File: config.mk
export PLATFORM = sky130hd
export DESIGN_NAME = dvi_tmds_encoder
export DESIGN_NICKNAME = d
export VERILOG_FILES = /design/src/rtl/tmds_pkg.sv /design/src/rtl/tmds_channel_encoder.sv /design/src/rtl/dvi_tmds_encoder.sv
export SDC_FILE = /design/constraint.sdc
export NUM_CORES = 1
export LEC_CHECK = 0
export CAP_MARGIN = 20
export CORE_MARGIN = 5
export CORE_UTILIZATION = 50
export CTS_BUF_LIST = sky130_fd_sc_hd__clkbuf_16
export CTS_CLUSTER_SIZE = 16
export DETAILED_ROUTE_END_ITERATION = 12
export PLACE_DENSITY = 0.72
export REMOVE_ABC_BUFFERS = 1
export SLEW_MARGIN = 20
export SYNTH_ARGS = -nofsm -noshare
export SYNTH_HDL_FRONTEND = slang
export SYNTH_HIERARCHICAL = 1
export SYNTH_SLANG_ARGS = --single-unit
File: constraint.sdc
create_clock -name pixel_clk -period 14.65 [get_ports pixel_clk]
set_clock_uncertainty 0.15 [all_clocks]
set_input_delay 2.93 -clock pixel_clk [delete_from_list [all_inputs] [get_ports pixel_clk]]
set_output_delay 2.93 -clock pixel_clk [all_outputs]
set_load 0.05 [all_outputs]
File: src/rtl/tmds_pkg.sv
// -----------------------------------------------------------------------------
// tmds_pkg
// Shared constants and helpers for the DVI TMDS encoder.
//   SYM_W         : TMDS symbol width (10 bits)
//   CTRL_00.._11  : control-period symbols indexed by {c1,c0}
//   popcount8     : number of ones in a byte
//   popcount_qm   : number of ones in the data part (bits 7:0) of q_m
//   ctrl_symbol   : maps {c1,c0} to the control symbol
// -----------------------------------------------------------------------------
package tmds_pkg;

   localparam int SYM_W = 10;

   localparam logic [SYM_W-1:0] CTRL_00 = 10'h354;
   localparam logic [SYM_W-1:0] CTRL_01 = 10'h0AB;
   localparam logic [SYM_W-1:0] CTRL_10 = 10'h154;
   localparam logic [SYM_W-1:0] CTRL_11 = 10'h2AB;

   function automatic logic [3:0] popcount8(input logic [7:0] v);
      logic [3:0] n;
      n = '0;
      for (int i = 0; i < 8; i++) begin
         n = n + {3'b000, v[i]};
      end
      return n;
   endfunction

   // q_m[8] only flags the chain type; disparity is counted on bits 7:0
   function automatic logic [3:0] popcount_qm(input logic [8:0] qm);
      return popcount8(qm[7:0]);
   endfunction

   function automatic logic [SYM_W-1:0] ctrl_symbol(input logic c1, input logic c0);
      logic [SYM_W-1:0] s;
      case ({c1, c0})
         2'b00:   s = CTRL_00;
         2'b01:   s = CTRL_01;
         2'b10:   s = CTRL_10;
         default: s = CTRL_11;
      endcase
      return s;
   endfunction

endpackage

File: src/rtl/tmds_channel_encoder.sv
// -----------------------------------------------------------------------------
// tmds_channel_encoder
// One TMDS channel: stage 1 transition minimisation (q_m) and stage 2 DC
// balancing with a running disparity counter. Two register stages.
// Ports:
//   pixel_clk  in   video clock
//   reset      in   synchronous, active-high
//   d[7:0]     in   pixel component (ignored while de=0)
//   de         in   1 = video period, 0 = control period
//   c1, c0     in   control bits sent during the control period
//   symbol     out  10-bit TMDS symbol (inverted when INVERT=1)
// Parameters:
//   INVERT     board polarity swap, applied as the last step before the register
// -----------------------------------------------------------------------------
module tmds_channel_encoder
   import tmds_pkg::*;
#(
   parameter logic INVERT = 1'b0
) (
   input  logic             pixel_clk,
   input  logic             reset,
   input  logic [7:0]       d,
   input  logic             de,
   input  logic             c1,
   input  logic             c0,
   output logic [SYM_W-1:0] symbol
);

   localparam logic [SYM_W-1:0] INV_MASK = {SYM_W{INVERT}};

   // stage 1
   logic [7:0] d_gated;
   logic [3:0] n1_d;
   logic       use_xnor;
   logic [8:0] qm_next;

   logic [8:0] qm_r;
   logic       de_r;
   logic       c1_r;
   logic       c0_r;

   // stage 2
   logic signed [4:0]       cnt_r;
   logic [3:0]              n1_q;
   logic signed [5:0]       bal;
   logic signed [5:0]       cnt_ext;
   logic signed [5:0]       cnt_next;
   logic [SYM_W-1:0]        sym_next;

   // Gating by de keeps undefined pixel data out of the pipeline during blanking
   always_comb begin
      d_gated  = de ? d : 8'h00;
      n1_d     = popcount8(d_gated);
      use_xnor = (n1_d > 4'd4) || ((n1_d == 4'd4) && !d_gated[0]);
      qm_next    = '0;
      qm_next[0] = d_gated[0];
      for (int i = 1; i < 8; i++) begin
         qm_next[i] = use_xnor ? ~(qm_next[i-1] ^ d_gated[i]) : (qm_next[i-1] ^ d_gated[i]);
      end
      qm_next[8] = ~use_xnor;
   end

   // bal = N1 - N0 of q_m[7:0] = 2*N1 - 8; 6-bit math so intermediates never wrap
   always_comb begin
      n1_q     = popcount_qm(qm_r);
      bal      = $signed({1'b0, n1_q, 1'b0}) - 6'sd8;
      cnt_ext  = {cnt_r[4], cnt_r};
      sym_next = CTRL_00;
      cnt_next = '0;
      if (!de_r) begin
         sym_next = ctrl_symbol(c1_r, c0_r);
         cnt_next = '0;
      end else if ((cnt_r == 5'sd0) || (n1_q == 4'd4)) begin
         sym_next = {~qm_r[8], qm_r[8], (qm_r[8] ? qm_r[7:0] : ~qm_r[7:0])};
         cnt_next = qm_r[8] ? (cnt_ext + bal) : (cnt_ext - bal);
      end else if (((cnt_r > 5'sd0) && (n1_q > 4'd4)) || ((cnt_r < 5'sd0) && (n1_q < 4'd4))) begin
         sym_next = {1'b1, qm_r[8], ~qm_r[7:0]};
         cnt_next = cnt_ext + (qm_r[8] ? 6'sd2 : 6'sd0) - bal;
      end else begin
         sym_next = {1'b0, qm_r[8], qm_r[7:0]};
         cnt_next = cnt_ext - (qm_r[8] ? 6'sd0 : 6'sd2) + bal;
      end
   end

   always_ff @(posedge pixel_clk) begin
      if (reset) begin
         qm_r   <= '0;
         de_r   <= 1'b0;
         c1_r   <= 1'b0;
         c0_r   <= 1'b0;
         cnt_r  <= '0;
         symbol <= CTRL_00 ^ INV_MASK;
      end else begin
         qm_r   <= qm_next;
         de_r   <= de;
         c1_r   <= c1;
         c0_r   <= c0;
         cnt_r  <= cnt_next[4:0];
         symbol <= sym_next ^ INV_MASK;
      end
   end

endmodule

File: src/rtl/dvi_tmds_encoder.sv
// -----------------------------------------------------------------------------
// dvi_tmds_encoder
// DVI 1.0 TMDS encoder: RGB888 + data_enable + hSync/vSync in, three 10-bit
// TMDS symbols out every pixel_clk. Blue carries {vSync,hSync} as {c1,c0}.
// Latency is 2 + EXTRA_STAGES cycles on every channel.
// Ports:
//   pixel_clk, reset              clock, synchronous active-high reset
//   data_red/green/blue[7:0]      pixel components, valid when data_enable=1
//   data_enable                   1 = video period, 0 = control period
//   hSync, vSync                  sync bits (polarity already adjusted)
//   test_pattern                  colour-bar select (TMDS_TEST_PATTERN_EN only)
//   tmds_red/green/blue[9:0]      channel 2/1/0 symbols, bit 0 sent first
// Parameters:
//   CHANNEL_INVERT {red,green,blue} per-channel output inversion
//   EXTRA_STAGES   0..2 extra output register stages
// Build option:
//   TMDS_TEST_PATTERN_EN  adds test_pattern and an 8-bar colour generator
// -----------------------------------------------------------------------------
module dvi_tmds_encoder
   import tmds_pkg::*;
#(
   parameter logic [2:0] CHANNEL_INVERT = 3'b000,
   parameter int         EXTRA_STAGES   = 0
) (
   input  logic             pixel_clk,
   input  logic             reset,
   input  logic [7:0]       data_red,
   input  logic [7:0]       data_green,
   input  logic [7:0]       data_blue,
   input  logic             data_enable,
   input  logic             hSync,
   input  logic             vSync,
`ifdef TMDS_TEST_PATTERN_EN
   input  logic             test_pattern,
`endif
   output logic [SYM_W-1:0] tmds_red,
   output logic [SYM_W-1:0] tmds_green,
   output logic [SYM_W-1:0] tmds_blue
);

   localparam logic [3*SYM_W-1:0] RST_WORD = {
      CTRL_00 ^ {SYM_W{CHANNEL_INVERT[2]}},
      CTRL_00 ^ {SYM_W{CHANNEL_INVERT[1]}},
      CTRL_00 ^ {SYM_W{CHANNEL_INVERT[0]}}
   };

   logic [7:0]         enc_red;
   logic [7:0]         enc_green;
   logic [7:0]         enc_blue;
   logic [SYM_W-1:0]   sym_red;
   logic [SYM_W-1:0]   sym_green;
   logic [SYM_W-1:0]   sym_blue;
   logic [3*SYM_W-1:0] sym_all;
   logic [3*SYM_W-1:0] out_all;

`ifdef TMDS_TEST_PATTERN_EN
   logic [11:0] pixel_x;
   logic [23:0] bar_rgb;

   always_ff @(posedge pixel_clk) begin
      if (reset) begin
         pixel_x <= '0;
      end else if (data_enable) begin
         pixel_x <= pixel_x + 12'd1;
      end else begin
         pixel_x <= '0;
      end
   end

   // 128-pixel bars: white, yellow, cyan, green, magenta, red, blue, black
   always_comb begin
      case (pixel_x[9:7])
         3'd0:    bar_rgb = 24'hFFFFFF;
         3'd1:    bar_rgb = 24'hFFFF00;
         3'd2:    bar_rgb = 24'h00FFFF;
         3'd3:    bar_rgb = 24'h00FF00;
         3'd4:    bar_rgb = 24'hFF00FF;
         3'd5:    bar_rgb = 24'hFF0000;
         3'd6:    bar_rgb = 24'h0000FF;
         default: bar_rgb = 24'h000000;
      endcase
   end

   assign {enc_red, enc_green, enc_blue} = test_pattern ? bar_rgb
                                                        : {data_red, data_green, data_blue};
`else
   assign enc_red   = data_red;
   assign enc_green = data_green;
   assign enc_blue  = data_blue;
`endif

   tmds_channel_encoder #(.INVERT(CHANNEL_INVERT[2])) u_ch_red (
      .pixel_clk (pixel_clk),
      .reset     (reset),
      .d         (enc_red),
      .de        (data_enable),
      .c1        (1'b0),
      .c0        (1'b0),
      .symbol    (sym_red)
   );

   tmds_channel_encoder #(.INVERT(CHANNEL_INVERT[1])) u_ch_green (
      .pixel_clk (pixel_clk),
      .reset     (reset),
      .d         (enc_green),
      .de        (data_enable),
      .c1        (1'b0),
      .c0        (1'b0),
      .symbol    (sym_green)
   );

   tmds_channel_encoder #(.INVERT(CHANNEL_INVERT[0])) u_ch_blue (
      .pixel_clk (pixel_clk),
      .reset     (reset),
      .d         (enc_blue),
      .de        (data_enable),
      .c1        (vSync),
      .c0        (hSync),
      .symbol    (sym_blue)
   );

   assign sym_all = {sym_red, sym_green, sym_blue};

   generate
      if (EXTRA_STAGES == 0) begin : g_no_extra
         assign out_all = sym_all;
      end else begin : g_extra
         logic [3*SYM_W-1:0] stg [EXTRA_STAGES];
         always_ff @(posedge pixel_clk) begin
            if (reset) begin
               for (int i = 0; i < EXTRA_STAGES; i++) begin
                  stg[i] <= RST_WORD;
               end
            end else begin
               stg[0] <= sym_all;
               for (int i = 1; i < EXTRA_STAGES; i++) begin
                  stg[i] <= stg[i-1];
               end
            end
         end
         assign out_all = stg[EXTRA_STAGES-1];
      end
   endgenerate

   assign {tmds_red, tmds_green, tmds_blue} = out_all;

endmodule
==> run_results.csv, run 1 <==
group,metric,value,unit
timing,hold_ws,0.409,ns
placement,portBuffers,58,
placement,gp_congestion,0.873,
floorplanning,die_y,123,um
clock_tree,cts_max_path_buffers,2,
status,status,"complete, no violations",
power,p_leak,3.47,nW
routing,drtAntennaViolNets,0,
timing,setup_slack,7.44,ns
critical_path,cp_max_fo,40,
layout,instances_no_fill,920,
clock_tree,clkLatencyLatePin,0.34,ns
timing,rsz0062_at_grt,"false",
critical_path,critPathLaunchType,"primary input",
logic_synthesis,ys_seq_area_share,24.4,%
timing,fin_crit_sh,49.2,%
layout,drive_above_1_share,6.28,%
logic_synthesis,synth_edf_count,0,
clock_tree,cts_made_buffers,9,
timing,max_freq,139,MHz
routing,wl_per_cell,13.9,um
clock_tree,cts-htree-levels,3,
logic_synthesis,synth_cell_types,58,
routing,vias,4697,
global_route,grt_pass1_vias,4802,
critical_path,cp-startpoint,"data_enable",
logic_synthesis,postSynthAreaPerCell,9.32,um^2
critical_path,critical_path.top_delay_family,"adder cells",
critical_path,r2r-start,"u_ch_blue/qm_r[0]$_SDFF_PP0_",
layout,diodes,0,
floorplanning,ios,59,
routing,drc,0,
timing,tns,0,ns
power,power_density,223,nW/um^2
placement,place_area,7150,um^2
timing,hold_viol_final,0,
logic_synthesis,async_reset_ff_share,0,%
logic_synthesis,synth-main-ff-cell,"dfxtp_1",
placement,place_hpwl,10.5,mm
timing,tightest_slew,0.639,ns
run,maxCapViolCount,0,
layout,area_growth,15.9,%
timing,setup_viol_count_final,0,
layout,layout.nets,887,
critical_path,slowest_delay,0.55,ns
floorplanning,num_rows,41,
hold_path,hp-class,"reg2reg",
clock_tree,ctsHoldBuffers,0,
logic_synthesis,synthCells,688,
critical_path,required,14.76,ns
logic_synthesis,synth_seq_cells,78,
global_route,grt_pass1_wl,22.4,mm
routing,routed_wl,12.8,mm
clock_tree,cts_resized,0,
global_route,grt_start_max_net_pins,57,
floorplanning,start_util,50.8,%
floorplanning,core_area,12600,um^2
clock_tree,clk_pin_slew,0.06,ns
critical_path,cp_data_arrival_time,7.32,ns
placement,dp.cells,905,
placement,dp_slack,7.12,ns
global_route,grt_antenna_before_repair,0,
timing,fin_crit,7.21,ns
clock_tree,cts_root_buffer,"clkbuf_16",
clock_tree,postCtsSetupBuffers,0,
logic_synthesis,ys_warn_count,6,
routing,drt_pre_antenna_iters,4,
power,ir_worst_vdd,0.108,mV
layout,stdcell_area,7430,um^2
logic_synthesis,netlist_area,6410,um^2
timing,maxSlewHeadroom,57.4,%
routing,viasPerCell,5.11,
clock_tree,cts_tree,"yes",
floorplanning,die_area,15200,um^2
global_route,overflow,0,
critical_path,cpMaxStageDelayCell,"fa_1",
critical_path,path_cells,"clkdlybuf4s50_1, buf_4, and2_1, fa_1, inv_1, fa_1, inv_1, fa_1, ha_1, fa_1, nor4bb_1, o21ai_0, a21oi_1, o21ai_0, a21oi_1",
global_route,grt_use_total,18.3,%
power,total_power,1.66,mW
critical_path,cp-end-kind,"flop",
layout,fillers,1105,
hold_path,min_from,"u_ch_red/qm_r[6]$_SDFF_PP0_",
clock_tree,cts.sinks,78,
timing,slew_viol_final,0,
critical_path,critPathMostFrequentCell,"fa_1",
routing,drt_iter0_drc,279,
layout,fin_util,58.9,%
critical_path,critical_path_class,"in2reg",
floorplanning,fp.dieW,123,um
critical_path,critical_path_buf_inv_count,4,
## final timing paths
kind                                                       end  slack (ns)  depth (start not counted)
worst max-delay path              u_ch_blue/qm_r[5]$_SDFF_PP0_        7.44                         15
worst min-delay path             u_ch_red/symbol[6]$_SDFF_PP1_        0.41                          2
worst min register to register   u_ch_red/symbol[6]$_SDFF_PP1_        0.41                          2
worst max register to register  u_ch_blue/symbol[6]$_SDFF_PP1_        9.75                         14
## cell families after synthesis
group	synth area share, %
other	0.0585
multiplexers	1.62
adder cells (fa/ha/maj)	26.8
XOR/XNOR	11.9
AO/OA/AOI/OAI	13.5
AND/OR/NAND/NOR	15.3
flip-flops	24.4
buffers and inverters	6.38
## worst min-delay path: cells and delay by family, from the launching register on
family,cells,cell delay (ns)
DFF,1,0.32
AOI/OAI and AO/OA,1,0.11
and+or+nand+nor,1,0.07
## sequential cells by signal, summed over array words and instances (netlist names)
name	count
u_ch_blue/qm_r	9
u_ch_green/qm_r	9
u_ch_green/symbol	10
u_ch_red/cnt_r	4
u_ch_green/c0_r	1
u_ch_red/symbol	10
u_ch_blue/cnt_r	4
u_ch_green/cnt_r	4
u_ch_green/c1_r	1
u_ch_red/qm_r	9
u_ch_red/c0_r	1
u_ch_blue/symbol	10
u_ch_red/de_r	1
u_ch_red/c1_r	1
u_ch_blue/c1_r	1
u_ch_green/de_r	1
u_ch_blue/c0_r	1
u_ch_blue/de_r	1
## synthesized netlist by cell type, types with 5 or more instances
master / instances / area [um^2]
inv_1: 87 / 327
dfxtp_1: 78 / 1560
ha_1: 75 / 938
a21oi_1: 46 / 230
fa_1: 39 / 781
xnor2_1: 34 / 298
nand2_1: 32 / 120
nor2b_1: 32 / 200
nor2_1: 31 / 116
xor2_1: 30 / 263
a21o_1: 18 / 135
o21ai_0: 17 / 85.1
and2_1: 16 / 100
nand3_1: 16 / 80.1
clkbuf_1: 13 / 48.8
a211oi_1: 11 / 82.6
o211ai_1: 8 / 60.1
mux2i_1: 7 / 70.1
nand4_1: 7 / 43.8
nor3_1: 7 / 35.0
or2_2: 7 / 43.8
nand2b_1: 6 / 37.5
a31oi_1: 5 / 31.3
## per-layer routing
layer	wire length [um]	track usage [%]	share of wire (%)
met5	0	0	0
met4	150	5.12	1.2
met3	624	3.89	4.9
met2	5990	30.0	47
met1	6060	24.6	47
## cell type report
| type | instances | area (um^2) | area share [%] |
|---|---|---|---|
| clock inverters | 6 | 56.3 | 0.758 |
| clock buffers | 9 | 225 | 3.03 |
| repair buffers | 60 | 591 | 7.95 |
| well taps | 172 | 215 | 2.90 |
| inverters | 88 | 330 | 4.45 |
| flip-flops and latches | 78 | 1560 | 21.0 |
| multi-input cells | 507 | 4450 | 59.9 |
## report_power, final
group | switching (mW) | leakage (nW) | internal, mW | total, mW
combinational | 0.648 | 2.67 | 0.506 | 1.15
sequential | 0.0402 | 0.646 | 0.250 | 0.290
clock | 0.0845 | 0.148 | 0.129 | 0.214
## layout by cell type (no fill, tap or decap), drive strengths merged, types with 5 or more instances in the layout
cell and count:
fa 39, xnor2 34, and2 19, clkdlybuf4s50 57, nand3 16, nor3 10, a31oi 5, nor2b 32
a21o 18, inv 90, mux2i 7, clkbuf 9, a21oi 48, nand2b 6, nand2 32, xor2 34
a211oi 11, or2 7, ha 75, nor2 31, nand4 7, o211ai 8, o21ai 21, dfxtp 78
Note: power is estimated with default switching activity, not from simulation.
==> run 2, diff against run 1 <==
==> constraint.sdc (replaced) <==
create_clock -name pixel_clk -period 7.4 [get_ports pixel_clk]
set_clock_uncertainty 0.15 [all_clocks]
set_input_delay 1.48 -clock pixel_clk [delete_from_list [all_inputs] [get_ports pixel_clk]]
set_output_delay 1.48 -clock pixel_clk [all_outputs]
set_load 0.05 [all_outputs]
==> run 2 against run 1 <==
Against the previous run: hold slack worse by 0.031 ns; setup slack worse by 6.0 ns; core utilization rose by 0.060 points; highest routed layer unchanged.
==> run_results.csv, run 2 (synthesis gave the netlist of run 1 again) <==
group,metric,value,unit
status,status,"complete, no violations",
timing,setup_viol_count_final,0,
clock_tree,cts.sinks,78,
floorplanning,die_y,123,um
floorplanning,ios,59,
timing,rsz0062_at_grt,"false",
hold_path,holdPathStages,2,
routing,drtAntennaViolNets,0,
floorplanning,num_rows,41,
timing,hold_ws,0.379,ns
layout,layout.nets,887,
routing,wl_per_cell,14.0,um
power,combPwrFrac,69.4,%
floorplanning,start_util,50.8,%
clock_tree,cts_tree,"yes",
clock_tree,postCtsSetupBuffers,0,
power,seqPwrFrac,17.6,%
run,maxCapViolCount,0,
routing,vias,4738,
floorplanning,die_area,15200,um^2
power,p_leak,3.46,nW
layout,area.sequential,1560,um^2
layout,final_cell_mix,"87 x inv_1, 78 x dfxtp_1, 75 x ha_1",
placement,gp_congestion,0.843,
global_route,grt_antenna_before_repair,0,
timing,hold_viol_final,0,
placement,place_hpwl,10.3,mm
clock_tree,cts-htree-levels,3,
critical_path,cp-end-kind,"flop",
timing,fin_crit,5.93,ns
placement,place_area,7150,um^2
timing,tns,0,ns
clock_tree,clk_pin_slew,0.06,ns
routing,viasPerCell,5.14,
clock_tree,ctsHoldBuffers,0,
clock_tree,cts_made_buffers,9,
power,ir_worst_vdd,0.211,mV
hold_path,min_from,"u_ch_red/qm_r[6]$_SDFF_PP0_",
routing,drc,0,
timing,tightest_slew,0.604,ns
placement,portBuffers,58,
critical_path,cpMaxStageDelayCell,"clkdlybuf4s50_1",
critical_path,required,7.51,ns
critical_path,path_cells,"clkdlybuf4s50_1, and2_1, fa_1, inv_1, fa_1, inv_1, fa_1, ha_1, fa_1, nor4bb_1, o21ai_0, a21oi_1, o21ai_0, a21oi_1",
routing,drt_iter0_drc,265,
timing,slew_viol_final,0,
clock_tree,clkLatencyLatePin,0.34,ns
routing,drt_pre_antenna_iters,4,
critical_path,critPathMostFrequentCell,"fa_1",
power,netSwitchingFraction,46.4,%
power,clockPowerShare,13.1,%
global_route,grt_pass1_wl,21.9,mm
global_route,grt_use_total,18.0,%
placement,dp_slack,1.18,ns
hold_path,hp-class,"reg2reg",
timing,maxSlewHeadroom,59.7,%
floorplanning,fp.dieW,123,um
global_route,grt_start_max_net_pins,57,
critical_path,cp-startpoint,"data_enable",
layout,layout_commonest_cell,"inv_1",
layout,drive_above_1_share,6.41,%
timing,fin_crit_sh,80.1,%
power,netSwitchingPower,1.53,mW
clock_tree,cts_resized,0,
timing,setup_slack,1.47,ns
critical_path,critical_path_class,"in2reg",
critical_path,cp_data_arrival_time,6.04,ns
layout,fillers,1118,
layout,area_growth,16.0,%
critical_path,r2r-start,"u_ch_blue/qm_r[0]$_SDFF_PP0_",
layout,largestRegisters,"u_ch_blue/symbol (10), u_ch_green/symbol (10), u_ch_red/symbol (10)",
clock_tree,cts_root_buffer,"clkbuf_16",
global_route,grt_pass1_vias,4746,
critical_path,slowest_delay,0.71,ns
clock_tree,cts_max_path_buffers,2,
routing,routed_wl,12.9,mm
global_route,overflow,0,
power,p_int,1.76,mW
floorplanning,core_area,12600,um^2
layout,diodes,0,
critical_path,cp_max_fo,19,
critical_path,critPathLaunchType,"primary input",
timing,max_freq,169,MHz
critical_path,ff2ff_path_depth,14,
layout,multiInputGateArea,4450,um^2
power,power_density,442,nW/um^2
layout,stdcell_area,7440,um^2
-- run 2: layout make-up --
type / instances / area share [%]
inverter: 88 / 4.44
multi-input combinational: 507 / 59.8
sequential: 78 / 21.0
timing repair buffer: 60 / 7.94
clock buffer: 9 / 3.03
tap: 172 / 2.89
clock inverter: 7 / 0.858
-- run 2: worst paths after layout --
path / end / slack [ns]
hold / removal: u_ch_red/symbol[6]$_SDFF_PP1_ / 0.38
hold reg to reg: u_ch_red/symbol[6]$_SDFF_PP1_ / 0.38
setup / recovery: u_ch_blue/qm_r[5]$_SDFF_PP0_ / 1.47
setup reg to reg: u_ch_blue/symbol[6]$_SDFF_PP1_ / 2.44
-- run 2: through the flow --
stage	total power [mW]	util (%)	std cells
after global routing	3.62	58.9	921
after CTS	3.31	58.9	921
after floorplan	2.36	-	673
after global placement	2.75	56.6	905
after detailed placement	2.85	56.6	905
final	3.28	58.9	921
-- run 2: power groups by stage --
stage | logic (mW) | registers (mW) | clock network, mW
after floorplan | 1.72 | 0.643 | 0
after global placement | 2.17 | 0.582 | 0
after detailed placement | 2.26 | 0.586 | 0
after CTS | 2.29 | 0.577 | 0.439
after global routing | 2.57 | 0.589 | 0.462
final | 2.28 | 0.577 | 0.429
-- run 2: critical path: cells and delay by family --
kind	cells	cell delay [ns]
AO/OA/AOI/OAI	4	0.81
adder cells (fa/ha/maj)	5	2.26
AND/OR/NAND/NOR	2	0.67
buffers and inverters	3	0.83
-- run 2: layer usage --
metal / share of wire [%] / vias to the layer above / global-route usage [%]
met2: 46 / 98 / 29.7
met1: 48 / 2232 / 24.2
met5: 0 / - / 0
met3: 4.4 / 12 / 3.98
met4: 1.2 / 0 / 4.57
li1: - / 2396 / -
